### src/rtl/mul_bist_pkg.sv
// Shared types and constants for the fp_mul self-test controller.
package mul_bist_pkg;

    // Controller states: one pattern walks FETCH -> APPLY -> CHECK.
    typedef enum logic [2:0] {
        ST_IDLE  = 3'd0,
        ST_FETCH = 3'd1,
        ST_APPLY = 3'd2,
        ST_CHECK = 3'd3,
        ST_DONE  = 3'd4
    } state_e;

    // Bit positions of the fields inside one golden-pattern word.
    localparam int IN1_MSB  = 48;
    localparam int IN1_LSB  = 33;
    localparam int IN2_MSB  = 32;
    localparam int IN2_LSB  = 17;
    localparam int EXP_MSB  = 16;
    localparam int EXP_LSB  = 1;
    localparam int MODE_BIT = 0;

    // Width of the mismatch counter.
    localparam int ERR_CNT_W = 8;

endpackage

### src/rtl/sat_counter.sv
// Up-counter that sticks at its all-ones value; clear has priority over increment.
module sat_counter #(
    parameter int W = 8
) (
    input  logic         clk,
    input  logic         rst_n,
    input  logic         clr,
    input  logic         inc,
    output logic [W-1:0] cnt
);

    logic [W-1:0] cnt_q;
    logic [W-1:0] cnt_d;

    // Next count: clear, saturating increment, or hold.
    always_comb begin
        cnt_d = cnt_q;
        if (clr) begin
            cnt_d = '0;
        end else if (inc && (cnt_q != {W{1'b1}})) begin
            cnt_d = cnt_q + W'(1);
        end
    end

    // Count register.
    always_ff @(posedge clk or negedge rst_n) begin
        if (!rst_n) begin
            cnt_q <= '0;
        end else begin
            cnt_q <= cnt_d;
        end
    end

    assign cnt = cnt_q;

endmodule

### src/rtl/mul_bist_ctrl.sv
// Self-test initiator for fp_mul: walks the golden-pattern memory, drives the
// multiplier operands and compares its product against the expected field.
module mul_bist_ctrl
    import mul_bist_pkg::*;
#(
    parameter int PATTERN_NUM = 10,
    parameter int ADDR_W      = 4,
    parameter int DATA_W      = 16,
    parameter int PAT_W       = 49
) (
    input  logic                 clk,
    input  logic                 rst_n,
    input  logic                 start,
    output logic [ADDR_W-1:0]    pat_addr,
    input  logic [PAT_W-1:0]     pat_rdata,
    output logic                 mul_mode,
    output logic [DATA_W-1:0]    mul_in1,
    output logic [DATA_W-1:0]    mul_in2,
    input  logic [DATA_W-1:0]    mul_result,
    input  logic                 mul_error,
    output logic                 busy,
    output logic                 done,
    output logic                 pass,
    output logic [ERR_CNT_W-1:0] error_cnt,
    output logic                 fail_valid,
    output logic [ADDR_W-1:0]    fail_idx,
    output logic                 dut_err_seen
);

    localparam logic [ADDR_W-1:0] LAST_IDX = ADDR_W'(PATTERN_NUM - 1);

    state_e              state_q, state_d;
    logic [ADDR_W-1:0]   pat_addr_q, pat_addr_d;
    logic [DATA_W-1:0]   mul_in1_q, mul_in1_d;
    logic [DATA_W-1:0]   mul_in2_q, mul_in2_d;
    logic                mul_mode_q, mul_mode_d;
    logic [DATA_W-1:0]   exp_q, exp_d;
    logic                fail_valid_q, fail_valid_d;
    logic [ADDR_W-1:0]   fail_idx_q, fail_idx_d;
    logic                dut_err_seen_q, dut_err_seen_d;
    logic                cnt_clr;
    logic                cnt_inc;
    logic                mismatch;

    // Only the product is compared; the multiplier's error flag is merely recorded.
    assign mismatch = (mul_result != exp_q);

    // Next-state and datapath decisions for the pattern walk.
    always_comb begin
        state_d        = state_q;
        pat_addr_d     = pat_addr_q;
        mul_in1_d      = mul_in1_q;
        mul_in2_d      = mul_in2_q;
        mul_mode_d     = mul_mode_q;
        exp_d          = exp_q;
        fail_valid_d   = fail_valid_q;
        fail_idx_d     = fail_idx_q;
        dut_err_seen_d = dut_err_seen_q;
        cnt_clr        = 1'b0;
        cnt_inc        = 1'b0;

        case (state_q)
            ST_IDLE, ST_DONE: begin
                // A run from DONE behaves exactly like one from IDLE.
                if (start) begin
                    cnt_clr        = 1'b1;
                    fail_valid_d   = 1'b0;
                    fail_idx_d     = '0;
                    dut_err_seen_d = 1'b0;
                    pat_addr_d     = '0;
                    state_d        = ST_FETCH;
                end
            end
            ST_FETCH: begin
                // Memory is sampling pat_addr; its word is valid in APPLY.
                state_d = ST_APPLY;
            end
            ST_APPLY: begin
                mul_in1_d  = pat_rdata[IN1_MSB:IN1_LSB];
                mul_in2_d  = pat_rdata[IN2_MSB:IN2_LSB];
                exp_d      = pat_rdata[EXP_MSB:EXP_LSB];
                mul_mode_d = pat_rdata[MODE_BIT];
                state_d    = ST_CHECK;
            end
            ST_CHECK: begin
                // Operands have been stable for this whole cycle.
                if (mismatch) begin
                    cnt_inc = 1'b1;
                    if (!fail_valid_q) begin
                        fail_valid_d = 1'b1;
                        fail_idx_d   = pat_addr_q;
                    end
                end
                if (mul_error) begin
                    dut_err_seen_d = 1'b1;
                end
                if (pat_addr_q == LAST_IDX) begin
                    state_d = ST_DONE;
                end else begin
                    pat_addr_d = pat_addr_q + ADDR_W'(1);
                    state_d    = ST_FETCH;
                end
            end
            default: begin
                state_d = ST_IDLE;
            end
        endcase
    end

    // State and result registers.
    always_ff @(posedge clk or negedge rst_n) begin
        if (!rst_n) begin
            state_q        <= ST_IDLE;
            pat_addr_q     <= '0;
            mul_in1_q      <= '0;
            mul_in2_q      <= '0;
            mul_mode_q     <= 1'b0;
            exp_q          <= '0;
            fail_valid_q   <= 1'b0;
            fail_idx_q     <= '0;
            dut_err_seen_q <= 1'b0;
        end else begin
            state_q        <= state_d;
            pat_addr_q     <= pat_addr_d;
            mul_in1_q      <= mul_in1_d;
            mul_in2_q      <= mul_in2_d;
            mul_mode_q     <= mul_mode_d;
            exp_q          <= exp_d;
            fail_valid_q   <= fail_valid_d;
            fail_idx_q     <= fail_idx_d;
            dut_err_seen_q <= dut_err_seen_d;
        end
    end

    sat_counter #(
        .W (ERR_CNT_W)
    ) u_err_cnt (
        .clk   (clk),
        .rst_n (rst_n),
        .clr   (cnt_clr),
        .inc   (cnt_inc),
        .cnt   (error_cnt)
    );

    assign pat_addr     = pat_addr_q;
    assign mul_in1      = mul_in1_q;
    assign mul_in2      = mul_in2_q;
    assign mul_mode     = mul_mode_q;
    assign fail_valid   = fail_valid_q;
    assign fail_idx     = fail_idx_q;
    assign dut_err_seen = dut_err_seen_q;

    // Status flags are pure decodes of the registered state.
    assign busy = (state_q == ST_FETCH) || (state_q == ST_APPLY) || (state_q == ST_CHECK);
    assign done = (state_q == ST_DONE);
    assign pass = done && (error_cnt == '0);

endmodule

### config.mk
export PLATFORM = sky130hd
export DESIGN_NAME = mul_bist_ctrl
export DESIGN_NICKNAME = d
export VERILOG_FILES = /design/src/rtl/mul_bist_pkg.sv /design/src/rtl/sat_counter.sv /design/src/rtl/mul_bist_ctrl.sv
export SDC_FILE = /design/constraint.sdc
export NUM_CORES = 1
export LEC_CHECK = 0
export ABC_AREA = 1
export CAP_MARGIN = 40
export CELL_PAD_IN_SITES_DETAIL_PLACEMENT = 1
export CELL_PAD_IN_SITES_GLOBAL_PLACEMENT = 1
export CORE_MARGIN = 10
export CORE_UTILIZATION = 36
export CTS_BUF_LIST = sky130_fd_sc_hd__clkbuf_4
export DETAILED_ROUTE_END_ITERATION = 12
export HOLD_SLACK_MARGIN = 0.08
export PLACE_DENSITY_LB_ADDON = 0.1
export RECOVER_POWER = 100
export SLEW_MARGIN = 15
export SYNTH_ARGS = -nofsm -noshare
export SYNTH_HDL_FRONTEND = slang
export SYNTH_HIERARCHICAL = 1
export SYNTH_SLANG_ARGS = --single-unit
### constraint.sdc
create_clock -name clk -period 3.5 [get_ports clk]
set_clock_uncertainty 0.15 [all_clocks]
set_input_delay 0.35 -clock clk [delete_from_list [all_inputs] [get_ports clk]]
set_output_delay 0.35 -clock clk [all_outputs]
set_load 0.05 [all_outputs]
==> results of run 1 <==
worst paths after layout:
kind	to	slack, ns	depth (start not counted)
worst min register to register	mul_in2[8]$_DFFE_PN0P_	0.35	1
min in group asynchronous	mul_in1[4]$_DFFE_PN0P_	0.83	3
worst max register to register	mul_in1[13]$_DFFE_PN0P_	1.08	4
max in group asynchronous	mul_in1[3]$_DFFE_PN0P_	0.85	3
worst min-delay path	dut_err_seen$_DFFE_PN0P_	0.32	3
worst max-delay path	pass	0.64	5
per-layer routing:
metal | global-route usage | routed length [um]
met3 | 0.0781 | 962
met2 | 0.273 | 5180
met1 | 0.167 | 3700
met4 | 0.0355 | 80
met5 | 0 | 0
state kept, by name, summed over array words and instances (netlist names):
register,flops
fail_idx,4
mul_in1,16
dut_err_seen,1
u_err_cnt/cnt,8
state_q,3
mul_mode,1
mul_in2,16
fail_valid,1
pat_addr,4
exp_q,16
through the flow:
stage          area [sq um]  utilization  worst slack (ns)  hold slack [ns]
6_report               4760        0.540             0.645            0.324
5_1_grt                4760        0.540             0.353            0.310
4_1_cts                4790        0.544             0.612            0.297
3_5_place_dp           4620        0.525              1.09            0.258
3_3_place_gp           4620        0.525              1.16            0.257
2_1_floorplan          3280            -              1.07          -0.0956
cells in the mapped netlist:
cell / instances / area share
nand2_1: 79 / 0.090
dfrtp_1: 70 / 0.53
inv_1: 48 / 0.055
nor2_1: 42 / 0.048
mux2_1: 35 / 0.12
a21oi_1: 19 / 0.029
nand3_1: 16 / 0.024
buf_2: 5 / 0.0076
nand2_2: 5 / 0.0095
nand4_1: 5 / 0.0095
o21ai_0: 4 / 0.0061
ha_1: 3 / 0.011
inv_2: 3 / 0.0034
mux2_2: 3 / 0.010
nand3_2: 2 / 0.0061
nor2_2: 2 / 0.0038
nor3_1: 2 / 0.0031
nor4_1: 2 / 0.0038
o21ai_1: 2 / 0.0031
o21bai_1: 2 / 0.0046
a21oi_2: 1 / 0.0027
a31oi_1: 1 / 0.0019
and3_1: 1 / 0.0019
clkbuf_1: 1 / 0.0011
clkinv_4: 1 / 0.0027
nand2_4: 1 / 0.0034
o22ai_1: 1 / 0.0019
worst register-to-register path: stages, from the launching register on:
cell	delay (ns)
dfrtp_1	0.41
inv_1	0.11
nand3_1	0.09
clkbuf_2	1.06
mux2_1	0.48
power by group:
group	internal [W]	total (W)	switching (W)	leakage [nW]
Combinational	0.000829	0.00255	0.00172	1.37
Clock	0.000297	0.000602	0.000305	0.0864
Sequential	0.00119	0.00143	0.000244	0.836
cells by family after synthesis:
| group | count (synthesis) | share of synthesized area |
|---|---|---|
| and+or+nand+nor | 157 | 0.204 |
| muxes | 38 | 0.131 |
| adders and majority gates | 3 | 0.0115 |
| AOI/OAI and AO/OA | 30 | 0.0493 |
| DFF | 70 | 0.535 |
| buffers and inverters | 58 | 0.0699 |
area by class of cell:
cell class                 count  area (sq um)
tap                          108           135
clock buffer                  10          75.1
clock inverter                 6          86.3
fill                        1026          4050
multi-input combinational    228          1280
inverter                      52           196
timing repair buffer         126          1240
sequential                    70          1750
cell usage in the layout (no fill, tap or decap), types with 5 or more instances in the layout:
| master | n |
|---|---|
| nand2_1 | 83 |
| dfrtp_1 | 70 |
| mux2_1 | 35 |
| dlygate4sd3_1 | 55 |
| nor2_1 | 42 |
| inv_1 | 49 |
| nand3_1 | 17 |
| a21oi_1 | 19 |
| nand4_1 | 5 |
| clkbuf_4 | 10 |
| clkdlybuf4s50_1 | 67 |
| o21ai_0 | 5 |
==> reports/qor.txt, run 1 <==
TIMING
--------------------------------------------------------------------------------
Setup repair after global routing missed its margin                        false
Setup TNS                                                                   0 ns
Pins over their slew limit                                                    72
Maximum achievable frequency                                             350 MHz
Final count of hold timing violations                                          0
Worst slew margin relative to its limit                                   -0.476
Pin slew with the least headroom to its limit                            2.21 ns
Shortest clock period the worst path allows after layout                 2.86 ns
Final setup violation count                                                    0
Final clock period utilization by the worst path                           0.816

CRITICAL PATH
--------------------------------------------------------------------------------
Critical path start-end classification                              register to primary output
Required arrival time at the worst endpoint                              3.00 ns
Worst EP arrival                                                         2.36 ns
Sort of element at the start of the critical path                       register
Family with the most delay on the worst path                        buffers and inverters
Series of cell instances along the critical path                    nor2_1, inv_1, nor2_1, and3_1, dlygate4sd3_1
Endpoint type of the worst setup path                               primary output
Worst setup path start                                              state_q[0]$_DFFE_PN0P_
Delay contributed by the slowest stage of the critical path              0.88 ns
Crit Path Max Fanout                                                           4
Worst reg2reg startpoint                                            state_q[2]$_DFFE_PN0P_
Crit path buffers/inverters                                                    2
Cell repeated most along the worst path                                   nor2_1
Slowest cell on the critical path                                   dlygate4sd3_1

YOSYS
--------------------------------------------------------------------------------
Average footprint of a synthesized cell                               9.20 sq um
Number of unique standard cell types used by synthesis                        27
Flop and latch count out of synthesis                                         70
Post-synthesis sequential area ratio                                       0.535
Synth warn                                                                     6
Post-synthesis net count                                                     428
Mapped Cells                                                                 356
Summed instance area of the synthesized netlist                     0.00328 sq mm

POWER
--------------------------------------------------------------------------------
Cell area power density                                              962 mW/mm^2
Total Power                                                            0.00458 W
Static power due to leakage                                              2.29 nW
Highest ir drop seen on vdd                                               575 uV

GLOBAL ROUTING
--------------------------------------------------------------------------------
All-layer global routing usage                                             0.157
Pin count of the biggest net entering global routing                          63
Wire length of the first global-routing pass                            16300 um
Number of global-route vias before repair                                   3130
Global route overflow                                                          0
Number of antenna violations at the first check in global routing              0

DRT
--------------------------------------------------------------------------------
Remaining routing DRC violations                                               0
Number of iterations in the first detailed-routing pass                        4
Number of nets with antenna violations after detailed routing                  0
Total wire length after detailed routing                                 9920 um
Number of DRC markers after the initial detailed-route iteration             104
Vias after detailed routing                                                 2884
Mean number of vias per cell                                                4.81
Routed wire length per instance                                          16.5 um

DIE
--------------------------------------------------------------------------------
Core Footprint                                                      0.00881 sq mm
Die Span X                                                                115 um
DIE AREA                                                            0.0133 sq mm
Starting utilization of the core area                                      0.372
Cell row count                                                                34
Die extent in y                                                           115 um
Num ports                                                                    123

CTS
--------------------------------------------------------------------------------
Post-CTS Resized                                                               0
Number of CTS-inserted buffers                                                 9
Number of post-CTS setup repair buffers                                        0
Hold Buf Count CTS                                                             1
Clock sink count                                                              70
Level count of the clock H-tree                                                3
Clock transition at path regs                                            0.13 ns
TritonCTS clock tree                                                        done
Largest buffer count on any clock path                                         2
Clock latency at the later pin of the worst-skew pair                    0.42 ns
Clock Tree Root                                                         clkbuf_4

STATUS
--------------------------------------------------------------------------------
Status                                                              complete, but fails checks
Failing checks                                                      capacitance limit, slew limit

FINAL LAYOUT
--------------------------------------------------------------------------------
Total Nets Final                                                             559
Layout cells sized above 1                                                0.0589
Post-route insts no fill                                                     600
Post-synthesis to final-layout area growth                                 45.2%
Antenna cells                                                                  0

JOB
--------------------------------------------------------------------------------
Max_cap viols                                                                  2

MIN PATH
--------------------------------------------------------------------------------
Kind of path behind the tightest hold check                         input pin to register
Startpoint of the most critical hold path                              mul_error

PLACEMENT
--------------------------------------------------------------------------------
DP HPWL                                                                  7710 um
Routability Congestion                                                     0.810
Post-placement cell count                                                    583
Count of buffers from port buffering                                         122

No activity file was read; power rests on OpenSTA's default activity.
==> inputs of run 2 (changes only) <==
Settings changed: CORE_UTILIZATION 36 to 33.
Clock period 3.5 ns to 2.7 ns, I/O delays scaled along.
==> run 2 against run 1 <==
  * The flow still finishes with violations (capacitance limit, slew limit)
  * Register-to-register slack got worse by 0.77 ns
  * Non-clock buffer count is 1 lower
  * Via count is 0.42% lower
  * Die area up 7.5%
  * Critical path depth stayed put
  * Sequential share of layout area is 0.11 points higher
  * Combinational power up 29%
  * Global-route usage is 1.1 points lower
  * Cell area down 0.29%
  * Sequential power up 29%
  * Worst hold slack lost 0.086 ns
  * Clock-buffer cell count unchanged
  * Critical endpoint unchanged
  * Highest routed layer unchanged
==> reports/qor.txt, run 2 (same netlist as run 1, synthesis figures left out) <==
GLOBAL ROUTING
--------------------------------------------------------------------------------
Number of antenna violations at the first check in global routing              0   unchanged
All-layer global routing usage                                             0.146   was 0.157
Pin count of the biggest net entering global routing                          63   unchanged
Number of global-route vias before repair                                   3229   was 3130
Wire length of the first global-routing pass                            16700 um   was 16300 um
Global route overflow                                                          0   unchanged

CTS
--------------------------------------------------------------------------------
Level count of the clock H-tree                                                3   unchanged
Largest buffer count on any clock path                                         2   unchanged
Clock transition at path regs                                            0.12 ns   was 0.13 ns
TritonCTS clock tree                                                        done   unchanged
Number of CTS-inserted buffers                                                 9   unchanged
Clock Tree Root                                                         clkbuf_4   unchanged
Clock sink count                                                              70   unchanged
Clock latency at the later pin of the worst-skew pair                    0.42 ns   about the same

DRT
--------------------------------------------------------------------------------
Number of nets with antenna violations after detailed routing                  0   unchanged
Remaining routing DRC violations                                               0   unchanged
Mean number of vias per cell                                                4.60   was 4.81
Routed wire length per instance                                          16.1 um   was 16.5 um
Number of DRC markers after the initial detailed-route iteration             142   was 104
Vias after detailed routing                                                 2872   was 2884
Total wire length after detailed routing                                10000 um   was 9920 um
Number of iterations in the first detailed-routing pass                        4   unchanged

STATUS
--------------------------------------------------------------------------------
Status                                                              complete, but fails checks   unchanged
Failing checks                                                      capacitance limit, slew limit   unchanged

FINAL LAYOUT
--------------------------------------------------------------------------------
Antenna cells                                                                  0   unchanged
Most frequent cells in the layout                                   nand2_1, dfrtp_1, clkdlybuf4s50_1   unchanged
Total Nets Final                                                             558   was 559
Post-route insts no fill                                                     624   was 600
Layout cells sized above 1                                                0.0550   was 0.0589
Multi-input combinational cell area                                 0.00128 sq mm   unchanged
Fill cell instance count of the final layout                                1127   was 1026
Post-synthesis to final-layout area growth                                 44.8%   was 45.2%
Sequential cell area                                                0.00175 sq mm   unchanged
Commonest non-fill, non-tap cell in the layout                           nand2_1   unchanged

CRITICAL PATH
--------------------------------------------------------------------------------
Setup crit end                                                              pass   unchanged
Worst setup path start                                              state_q[0]$_DFFE_PN0P_   unchanged
Endpoint type of the worst setup path                               primary output   unchanged
Critical path start-end classification                              register to primary output   unchanged
Register-to-register setup slack                                         0.31 ns   was 1.08 ns
Length in cells of the worst reg-to-reg path                                   4   unchanged
Reg-to-reg endpoint                                                 mul_in2[15]$_DFFE_PN0P_   was mul_in1[13]$_DFFE_PN0P_
Required arrival time at the worst endpoint                              2.28 ns   was 3.00 ns
Sort of element at the start of the critical path                       register   unchanged
Worst reg2reg startpoint                                            state_q[2]$_DFFE_PN0P_   unchanged
Crit Path Max Fanout                                                           4   unchanged
Worst EP arrival                                                         2.00 ns   was 2.36 ns

TIMING
--------------------------------------------------------------------------------
Final setup violation count                                                    0   unchanged
Final clock period utilization by the worst path                           0.897
Worst slew margin relative to its limit                                   -0.226   was -0.476
Final count of hold timing violations                                          0   unchanged
Setup repair after global routing missed its margin                        false   unchanged
Maximum achievable frequency                                             413 MHz
Pin slew with the least headroom to its limit                            1.84 ns   was 2.21 ns
Setup TNS                                                                   0 ns   unchanged
Pins over their slew limit                                                    29   was 72
Shortest clock period the worst path allows after layout                 2.42 ns

DIE
--------------------------------------------------------------------------------
Num ports                                                                    123   unchanged
Cell row count                                                                36   was 34
Die Span X                                                                120 um   was 115 um
Die extent in y                                                           120 um   was 115 um
Starting utilization of the core area                                      0.337   was 0.372
Core Footprint                                                      0.00973 sq mm   was 0.00881 sq mm
DIE AREA                                                            0.0143 sq mm   was 0.0133 sq mm

POWER
--------------------------------------------------------------------------------
Switching share of power                                                   0.510   was 0.495
Flop pwr share                                                             0.323   was 0.312
Cell area power density                                             1200 mW/mm^2   was 962 mW/mm^2
Highest ir drop seen on vdd                                               671 uV   was 575 uV
Cell internal power dissipation                                        0.00280 W   was 0.00231 W
Clock group share of total power                                           0.100   was 0.131
Power spent charging and discharging nets                              0.00291 W   was 0.00227 W
Static power due to leakage                                              2.27 nW   was 2.29 nW
Logic gate share of total power                                            0.577   was 0.556
Total Power                                                            0.00571 W   was 0.00458 W

MIN PATH
--------------------------------------------------------------------------------
Startpoint of the most critical hold path                              mul_error   unchanged
Kind of path behind the tightest hold check                         input pin to register   unchanged

PLACEMENT
--------------------------------------------------------------------------------
Count of buffers from port buffering                                         122   unchanged
DP HPWL                                                                  7880 um   was 7710 um
Post-placement cell count                                                    607   was 583
Routability Congestion                                                     0.815   was 0.810

JOB
--------------------------------------------------------------------------------
Max_cap viols                                                                  1   was 2

==> run 2: metrics by stage <==
step | worst slack (ns) | util | area (sq um) | hold slack [ns]
final | 0.278 | 0.488 | 4740 | 0.239
after CTS | 0.0376 | 0.491 | 4780 | 0.163
after detailed placement | 0.337 | 0.480 | 4670 | 0.0952
after global placement | 0.407 | 0.477 | 4640 | 0.322
after global routing | 0.0550 | 0.488 | 4740 | 0.234
after floorplan | 0.349 | - | 3280 | -0.176
==> run 2: repair_timing <==
item | 4_1_cts | 5_1_grt
resized for setup | 1 | 1
endpoints found under the setup margin | 1 | 1
setup buffers | 0 | 0
hold buffers | 1 | 0
endpoints found under the hold margin | 70 | 0
==> run 2: worst min-delay path by stage <==
stage / slack (ns) / cells after the start / endpoint
2_1_floorplan: -0.18 / 0 / dut_err_seen$_DFFE_PN0P_
3_3_place_gp: 0.32 / 1 / mul_in1[10]$_DFFE_PN0P_
3_5_place_dp: 0.1 / 1 / exp_q[5]$_DFFE_PN0P_
4_1_cts: 0.16 / 2 / exp_q[5]$_DFFE_PN0P_
5_1_grt: 0.23 / 3 / dut_err_seen$_DFFE_PN0P_
6_report: 0.24 / 3 / dut_err_seen$_DFFE_PN0P_
==> run 2: routing by layer <==
metal,GRT usage,routed length [um]
met1,0.158,4010
met2,0.249,5060
met3,0.0619,831
met4,0.0566,136
met5,0,0
==> run 2: cell type report <==
class / count / area share
inverter: 52 / 0.0414
clock inverter: 6 / 0.00607
clock buffer: 10 / 0.0158
tap: 133 / 0.0351
timing repair buffer: 125 / 0.263
multi-input combinational: 228 / 0.269
sequential: 70 / 0.369
==> run 2: power groups by stage <==
stage / combinational, W / clock, W / sequential (W)
5_1_grt: 0.00358 / 0.000648 / 0.00193
3_5_place_dp: 0.00349 / 0 / 0.00190
4_1_cts: 0.00351 / 0.000597 / 0.00188
6_report: 0.00330 / 0.000569 / 0.00185
3_3_place_gp: 0.00344 / 0 / 0.00185
2_1_floorplan: 0.00111 / 0 / 0.00305
==> run 2: critical path, stage by stage (launching register included) <==
cell	delay, ns
dfrtp_1	0.44
nor2_1	0.22
inv_1	0.10
nor2_1	0.13
and3_1	0.16
dlygate4sd2_1	0.53
